--- config.mk ---
export PLATFORM = sky130hd
export DESIGN_NAME = tft_spi_arbiter
export DESIGN_NICKNAME = d
export VERILOG_FILES = /design/src/rtl/tft_spi_arbiter.sv
export SDC_FILE = /design/constraint.sdc
export NUM_CORES = 1
export LEC_CHECK = 0
export BUFFER_PORTS_ARGS = -buffer_cell sky130_fd_sc_hd__buf_2
export CORE_MARGIN = 4
export CORE_UTILIZATION = 45
export DETAILED_ROUTE_END_ITERATION = 12
export GPL_TIMING_DRIVEN = 0
export MAX_ROUTING_LAYER = met4
export PLACE_DENSITY = 0.77
export SYNTH_ARGS = -nofsm -noshare
export SYNTH_HDL_FRONTEND = slang
export SYNTH_SLANG_ARGS = --single-unit
--- constraint.sdc ---
create_clock -name clk -period 4.7 [get_ports clk]
set_clock_uncertainty 0.2 [all_clocks]
set_input_delay 0 -clock clk [delete_from_list [all_inputs] [get_ports clk]]
set_output_delay 0 -clock clk [all_outputs]
set_load 0.01 [all_outputs]
--- src/rtl/tft_spi_arbiter.sv ---
// tft_spi_arbiter: shares one SPI transmitter between init, scene and player requesters.
module tft_spi_arbiter #(
    parameter int MAX_HOLD = 65535,
    parameter int HOLD_W   = 16
) (
    input  logic       clk,
    input  logic       rst,
    input  logic [2:0] req,
    input  logic [7:0] data0,
    input  logic [7:0] data1,
    input  logic [7:0] data2,
    input  logic [2:0] dc_in,
    input  logic [2:0] tx_in,
    input  logic       spi_busy,
    output logic [2:0] gnt,
    output logic [7:0] spi_data,
    output logic       spi_dc,
    output logic       spi_transmit,
    output logic       init_done,
    output logic       timeout
);
    typedef enum logic [1:0] {IDLE, GRANT, DRAIN, GAP} state_t;
    state_t state, state_nx;
    logic [2:0] owner, winner, elig, mask;
    logic [HOLD_W-1:0] hold_cnt;
    logic ptr, owner_req, granting, revoke, owning;
    always_comb begin
        owning    = state == GRANT;
        elig      = req & ~mask & (init_done ? 3'b111 : 3'b001);
        owner_req = |(req & owner);
        // ptr = 0 prefers scene, ptr = 1 prefers player
        winner    = elig[0] ? 3'b001 :
                    (elig[1] && elig[2]) ? (ptr ? 3'b100 : 3'b010) : (elig & 3'b110);
        granting  = state == IDLE && |elig;
        revoke    = owning && MAX_HOLD != 0 && owner_req && hold_cnt == HOLD_W'(MAX_HOLD - 1);
        state_nx  = state;
        case (state)
            IDLE:    state_nx = granting ? GRANT : IDLE;
            GRANT:   state_nx = (!owner_req || revoke) ? DRAIN : GRANT;
            DRAIN:   state_nx = spi_busy ? DRAIN : GAP;
            default: state_nx = IDLE;
        endcase
        gnt          = owning ? owner : 3'b000;
        spi_transmit = owning && |(tx_in & owner);
        spi_dc       = owning && |(dc_in & owner);
        spi_data     = !owning ? 8'h00 : owner[0] ? data0 : owner[1] ? data1 : data2;
    end
    always_ff @(posedge clk) begin
        if (rst) begin
            state     <= IDLE;
            owner     <= 3'b000;
            ptr       <= 1'b0;
            mask      <= 3'b000;
            hold_cnt  <= '0;
            init_done <= 1'b0;
            timeout   <= 1'b0;
        end else begin
            state   <= state_nx;
            timeout <= revoke;
            mask    <= (mask & req) | (revoke ? owner : 3'b000);
            if (granting) begin
                owner    <= winner;
                hold_cnt <= '0;
                if (winner[1] || winner[2]) ptr <= winner[1];
            end else if (owning && hold_cnt != '1) begin
                hold_cnt <= hold_cnt + 1'b1;
            end
            if (owning && !owner_req && owner[0]) init_done <= 1'b1;
        end
    end
endmodule

; ---- Word-level counts from Yosys, hierarchy flattened
; Index checks and enable logic that the tools add are counted.
[word_totals]
regBits = 27
out_inout_bits = 15
[classes]
n_addsub = 1
eq_ne = 4
muxes = 13
bitwise = 8
reduce_logical = 19
[ops]
columns = operator, n
row1 = 8-bit two-way mux, 3
row2 = 3-bit AND, 6
row3 = 3-bit two-way mux, 6
row4 = "16-bit by 1-bit adder with 16-bit output, second input constant", 1
row5 = "16-bit equality test, second input constant", 1
row6 = "16-bit != test, second input constant", 1
row7 = 3-bit OR reduction, 4
row8 = 1-bit logical AND, 9
row9 = 2-bit one-hot mux with 3 select lines, 1
row10 = 3-bit NOT, 1
row11 = 3-bit OR, 1
row12 = "2-bit by 1-bit equality test with 1-bit output, second input constant", 1
row13 = "2-bit equality test, second input constant", 1
row14 = 2-bit logical NOT, 1
row15 = 1-bit logical OR, 2
row16 = 1-bit two-way mux, 2
row17 = 2-bit two-way mux, 1
row18 = 2-bit AND reduction, 1
row19 = 2-bit OR reduction, 1
row20 = 1-bit logical NOT, 1

; ---- Depth between registers and ports, before layout
[depth]
ltp_word = 8
depth_mapped = 6
mapped_depth_nobuf = 5

; ---- Least setup slack after synthesis
; Ideal clock, no wire load.
[synth_path]
kind = reg2reg
start = register state[1]
end = register hold_cnt[13]
setup_ps = 70
arrival_time_ps = 1574
required_ps = 4430
setup_slack_ps = 2856
stages_incl_launch_ff = 6
n_path_buf = 1
period_less_slack_ps = 1844
cell_sequence = dfxtp_1 buf_2 nand4b_4 or4_4 or3_1 a21oi_1
[synth_between]
elab_chain_len = 3
elab_cells_between_ends = 5
classes_between = eq/ne: 1 / reduce/logical: 4
[synth_lines]
columns = item, line
row1 = "start, declared", 23  ; state_t state, state_nx;
row2 = "start signal, assigned", 58  ; state <= state_nx;
row3 = 2-bit logical NOT, 34  ; granting = state == IDLE && |elig;
row4 = 1-bit logical AND, 34
row5 = 2-bit OR reduction (no line), -
row6 = "end signal, assigned", 66  ; hold_cnt <= hold_cnt + 1'b1;
row7 = "end, declared", 25  ; logic [HOLD_W-1:0] hold_cnt;
; Parallel ways exist; a longest one is shown, timed or not.
; A chain may end at the register's enable or synchronous reset.

; ---- Worst setup path after layout
[layout_path]
start = register hold_cnt[5]
end = register mask[1]
[layout_between]
elab_chain_len = 4
[layout_lines]
columns = item, line
row1 = 16-bit equality test, 35  ; revoke = owning && MAX_HOLD != 0 && owner_req && hold_cnt == HOLD_W'(MAX_HOLD - 1);
row2 = 1-bit logical AND, 35
row3 = 3-bit two-way mux, 60  ; mask <= (mask & req) | (revoke ? owner : 3'b000);
row4 = 3-bit OR, 60
row5 = "end signal, assigned", 60
row6 = "end, declared", 24  ; logic [2:0] owner, winner, elig, mask;
; Every way passes these cells.

==> run summary <==
======================================================================================================
Worst min-delay path class                                                                      in2out
Number of antenna-violating nets in the routed design                                                0
Number of cells on the critical path                                                                 5
Pins Over Slew Limit                                                                                 0
Die Footprint                                                                                 4653 um2
Post-synth net total                                                                               242
Number of global-route vias before repair                                                        1,523
NetSw                                                                                         130.9 uW
Vertical extent of the die                                                                    68.22 um
CTS H-tree lvls                                                                                      1
Setup repair after global routing missed its margin                                                 no
Synthesized netlist cell count                                                                     204
Via Count                                                                                        1,752
Clock latency at the later pin of the worst-skew pair                                          0.32 ns
Grt total ovfl                                                                                       0
Synth Area per Inst                                                                          7.998 um2
Clock transition at the register clock pins on the worst setup and hold paths after CTS        0.15 ns
Async S/R FF share, synth                                                                           0%
Width of the die                                                                              68.22 um
Comb pwr share                                                                                   22.3%
Maximum single-stage delay on the critical path                                                0.85 ns
Final count of hold timing violations                                                                0
# IOs                                                                                               51
Number of CTS-inserted buffers                                                                       3
Post-synth cell types                                                                               42
Number of diodes added for antenna fixing                                                            0
Count of yosys warnings during synthesis                                                             0
Most used flip-flop cell after synthesis                                                  sky130_fd_sc_hd__dfxtp_1
Initial antenna violation count                                                                      0
Highest net fanout along the worst path                                                              6
Pwr dens                                                                                  214.8 nW/um2
Routed Wire Length                                                                             4323 um
Startpoint of the worst-slack reg-to-reg timing path                                      hold_cnt[5]$_SDFFE_PP0P_
Residual DRC                                                                                         0
CP cell instances                                                                         and4_1, nand2_1, nor4b_1, o2bb2ai_1, dlygate4sd3_1
Arrival @ worst endpoint                                                                       2.75 ns
Post-layout nets                                                                                   306
Std-Cell Core Area                                                                            3416 um2
1st-iter DRT viols                                                                                 127
Worst setup slack for register-to-register paths                                               2.03 ns
Max Root-Sink Buffers                                                                                2
Critical Path Start Type                                                                          flop
Leak pwr                                                                                     0.8302 nW
Via/cell ratio                                                                                   5.597
Final Util                                                                                      60.18%
Startpoint of the lowest-slack hold path                                                      data0[1]
Number of input and output port buffers inserted                                                    50
First-pass iteration count of the detailed router                                                    4
Int Power                                                                                     310.7 uW
Post-CTS Setup Inserts                                                                               0
Combined global-route utilization of all metal layers                                           19.93%
Kind of cell adding the most delay to the critical path                                   simple AND/OR/NAND/NOR gates
Sequential group share of total power                                                            54.4%
Fraction of layout instances using a drive strength above 1                                     22.85%
Weighted congestion reported at the end of routability-driven placement                         0.8513
Max-slew headroom                                                                               35.06%
Final Cycle Share                                                                               56.89%
Total Negative Setup Slacks                                                                       0 ns
Peak supply drop                                                                              129.0 uV
Depth of the most critical reg-to-reg path                                                           5
Flop and latch count out of synthesis                                                               27
TritonCTS clock tree                                                                               yes
Largest net degree at the start of global routing                                                   15
Post-synthesis sequential area ratio                                                            33.13%
Result of the run                                                                         finished clean
Core Rows                                                                                           21
Number of endpoints failing setup at the final stage                                                 0
End point of the critical path                                                            mask[1]$_SDFF_PP0_
Launching instance or port of the critical path                                           hold_cnt[5]$_SDFFE_PP0P_
Cell with the largest stage delay on the worst path                                       sky130_fd_sc_hd__nor4b_1
Buffers and inverters on the worst path                                                              1
Clock sink count                                                                                    27
Share of power burned in the clock network                                                       23.3%
Transition time of the tightest slew-check pin                                               0.9606 ns
Endpoint of the worst register-to-register path                                           mask[1]$_SDFF_PP0_
Net switching share of the total power                                                          29.65%
Highest clock rate                                                                           374.0 MHz
Kind of capture point of the worst setup path                                                     flop
Clock Tree Root                                                                           sky130_fd_sc_hd__clkbuf_4
Max cap viols                                                                                        0
Kind of critical path                                                                          reg2reg
Effective utilization at floorplan                                                              47.77%
Area added between synthesis and finish                                                         26.00%
Summed instance area of the synthesized netlist                                               1632 um2
Routed wirelength normalized by instance count                                                13.81 um
Number of flops mapped to enable cells by yosys                                                      0
Final Total Pwr                                                                               441.6 uW
Post-layout min period                                                                        2.674 ns
CP Data Required Time                                                                          4.77 ns
Placed wire-length estimate                                                                    3211 um
Global-route wire length before repair                                                         7024 um
======================================================================================================
==> tightest hold or removal path, cell delays in order <==
cell                      delay, ns
sky130_fd_sc_hd__buf_2         0.07
sky130_fd_sc_hd__a21oi_1       0.05
sky130_fd_sc_hd__nor2_1        0.07
sky130_fd_sc_hd__buf_2         0.13
==> power by group through the flow <==
stage	registers [mW]	logic [mW]	clock network (mW)
after floorplan	0.244	0.0579	0
after global placement	0.245	0.0921	0
after CTS	0.240	0.0981	0.106
after global routing	0.241	0.110	0.117
final	0.240	0.0985	0.103
after detailed placement	0.245	0.0931	0
==> synthesized netlist by cell type (2+ instances only) <==
cell type | instances | share of area, %
sky130_fd_sc_hd__clkbuf_1 | 4 | 0.92
sky130_fd_sc_hd__and4_1 | 3 | 1.6
sky130_fd_sc_hd__ha_1 | 2 | 1.5
sky130_fd_sc_hd__and3_1 | 2 | 0.77
sky130_fd_sc_hd__or3_1 | 6 | 2.3
sky130_fd_sc_hd__nand2_1 | 10 | 2.3
sky130_fd_sc_hd__nor4b_1 | 2 | 1.1
sky130_fd_sc_hd__and2_1 | 5 | 1.9
sky130_fd_sc_hd__dfxtp_1 | 27 | 33
sky130_fd_sc_hd__nand3b_1 | 3 | 1.4
sky130_fd_sc_hd__nand4_1 | 7 | 2.7
sky130_fd_sc_hd__nor3_1 | 5 | 1.5
sky130_fd_sc_hd__nor2_1 | 28 | 6.4
sky130_fd_sc_hd__mux2i_1 | 12 | 7.4
sky130_fd_sc_hd__o2bb2ai_1 | 3 | 1.6
sky130_fd_sc_hd__a222oi_1 | 3 | 1.8
sky130_fd_sc_hd__o31ai_1 | 4 | 1.8
sky130_fd_sc_hd__or4_1 | 2 | 0.92
sky130_fd_sc_hd__buf_2 | 4 | 1.2
sky130_fd_sc_hd__nor2b_1 | 4 | 1.5
sky130_fd_sc_hd__inv_1 | 2 | 0.46
sky130_fd_sc_hd__nor4_1 | 2 | 0.77
sky130_fd_sc_hd__nand3_1 | 11 | 3.4
sky130_fd_sc_hd__o21ai_0 | 9 | 2.8
sky130_fd_sc_hd__o21bai_1 | 2 | 0.92
sky130_fd_sc_hd__o211ai_1 | 2 | 0.92
sky130_fd_sc_hd__a21oi_1 | 23 | 7.1
sky130_fd_sc_hd__a211oi_1 | 3 | 1.4
==> stage by stage <==
step	hold WS, ns	cell area, um2	worst slack, ns	std cells
2_1_floorplan	-0.05396	1632	2.856	204
5_1_grt	0.1365	2056	1.838	313
6_report	0.1246	2056	2.026	313
4_1_cts	0.1274	2056	2.046	313
3_5_place_dp	0.07723	1939	2.575	300
3_3_place_gp	0.07430	1939	2.634	300
==> final cells by class <==
type | count | area (um2)
Clock buffer | 4 | 26.28
Sequential cell | 27 | 540.5
Inverter | 2 | 7.507
Multi-Input combinational cell | 165 | 1040
Buffer | 10 | 43.79
Timing Repair Buffer | 59 | 340.3
Tap cell | 46 | 57.56
Fill cell | 331 | 1360
==> cells by family after synthesis <==
logic type               share of synthesized area, %
adder cells (fa/ha/maj)                         1.533
AO/OA/AOI/OAI                                   20.78
flip-flops                                      33.13
AND/OR/NAND/NOR                                 34.05
multiplexers                                    7.362
buffers and inverters                           3.144
==> flip-flops by register name (all words and copies together) (netlist names) <==
register and cells:
state 2, init_done 1, owner 3, timeout 1, mask 3, hold_cnt 16
ptr 1
==> worst min path at each step <==
stage / end / cells after the start
2_1_floorplan: mask[0]$_SDFF_PP0_ / 2
3_5_place_dp: mask[2]$_SDFF_PP0_ / 3
5_1_grt: spi_data[1] / 4
6_report: spi_data[1] / 4
3_3_place_gp: mask[2]$_SDFF_PP0_ / 3
4_1_cts: spi_data[1] / 4
==> metal layers <==
metal,global-route usage (%),part of all wire (%),vias up
met3,2.463,2.6,2
met2,30.32,50,26
met1,28.10,47,823
li1,-,-,901
met4,4.467,0.46,0
met5,-,0,-
==> placed cells by master (no fill, tap or decap), types with 2 or more instances in the layout <==
master	count
sky130_fd_sc_hd__and2_1	5
sky130_fd_sc_hd__a222oi_1	3
sky130_fd_sc_hd__nand4_1	7
sky130_fd_sc_hd__o2bb2ai_1	3
sky130_fd_sc_hd__nor2_1	28
sky130_fd_sc_hd__nor4_1	2
sky130_fd_sc_hd__a21oi_1	23
sky130_fd_sc_hd__and4_1	3
sky130_fd_sc_hd__or3_1	6
sky130_fd_sc_hd__o211ai_1	2
sky130_fd_sc_hd__buf_2	54
sky130_fd_sc_hd__nand3b_1	3
sky130_fd_sc_hd__nand2_1	10
sky130_fd_sc_hd__inv_1	2
sky130_fd_sc_hd__a211oi_1	3
sky130_fd_sc_hd__clkbuf_1	5
sky130_fd_sc_hd__dfxtp_1	27
sky130_fd_sc_hd__nor4b_1	2
sky130_fd_sc_hd__nor3_1	5
sky130_fd_sc_hd__clkbuf_4	3
sky130_fd_sc_hd__nand3_1	11
sky130_fd_sc_hd__o21ai_0	9
sky130_fd_sc_hd__o31ai_1	4
sky130_fd_sc_hd__o21bai_1	2
sky130_fd_sc_hd__ha_1	2
sky130_fd_sc_hd__nor2b_1	4
sky130_fd_sc_hd__mux2i_1	12
sky130_fd_sc_hd__or4_1	2
sky130_fd_sc_hd__dlygate4sd3_1	9
sky130_fd_sc_hd__and3_1	2
==> what timing repair did <==
item | 4_1_cts | 5_1_grt
hold buffers | 9 | 0
resized for setup | 0 | 0
hold endpoints to repair | 17 | 0
Power figures use the tool's default switching activity.
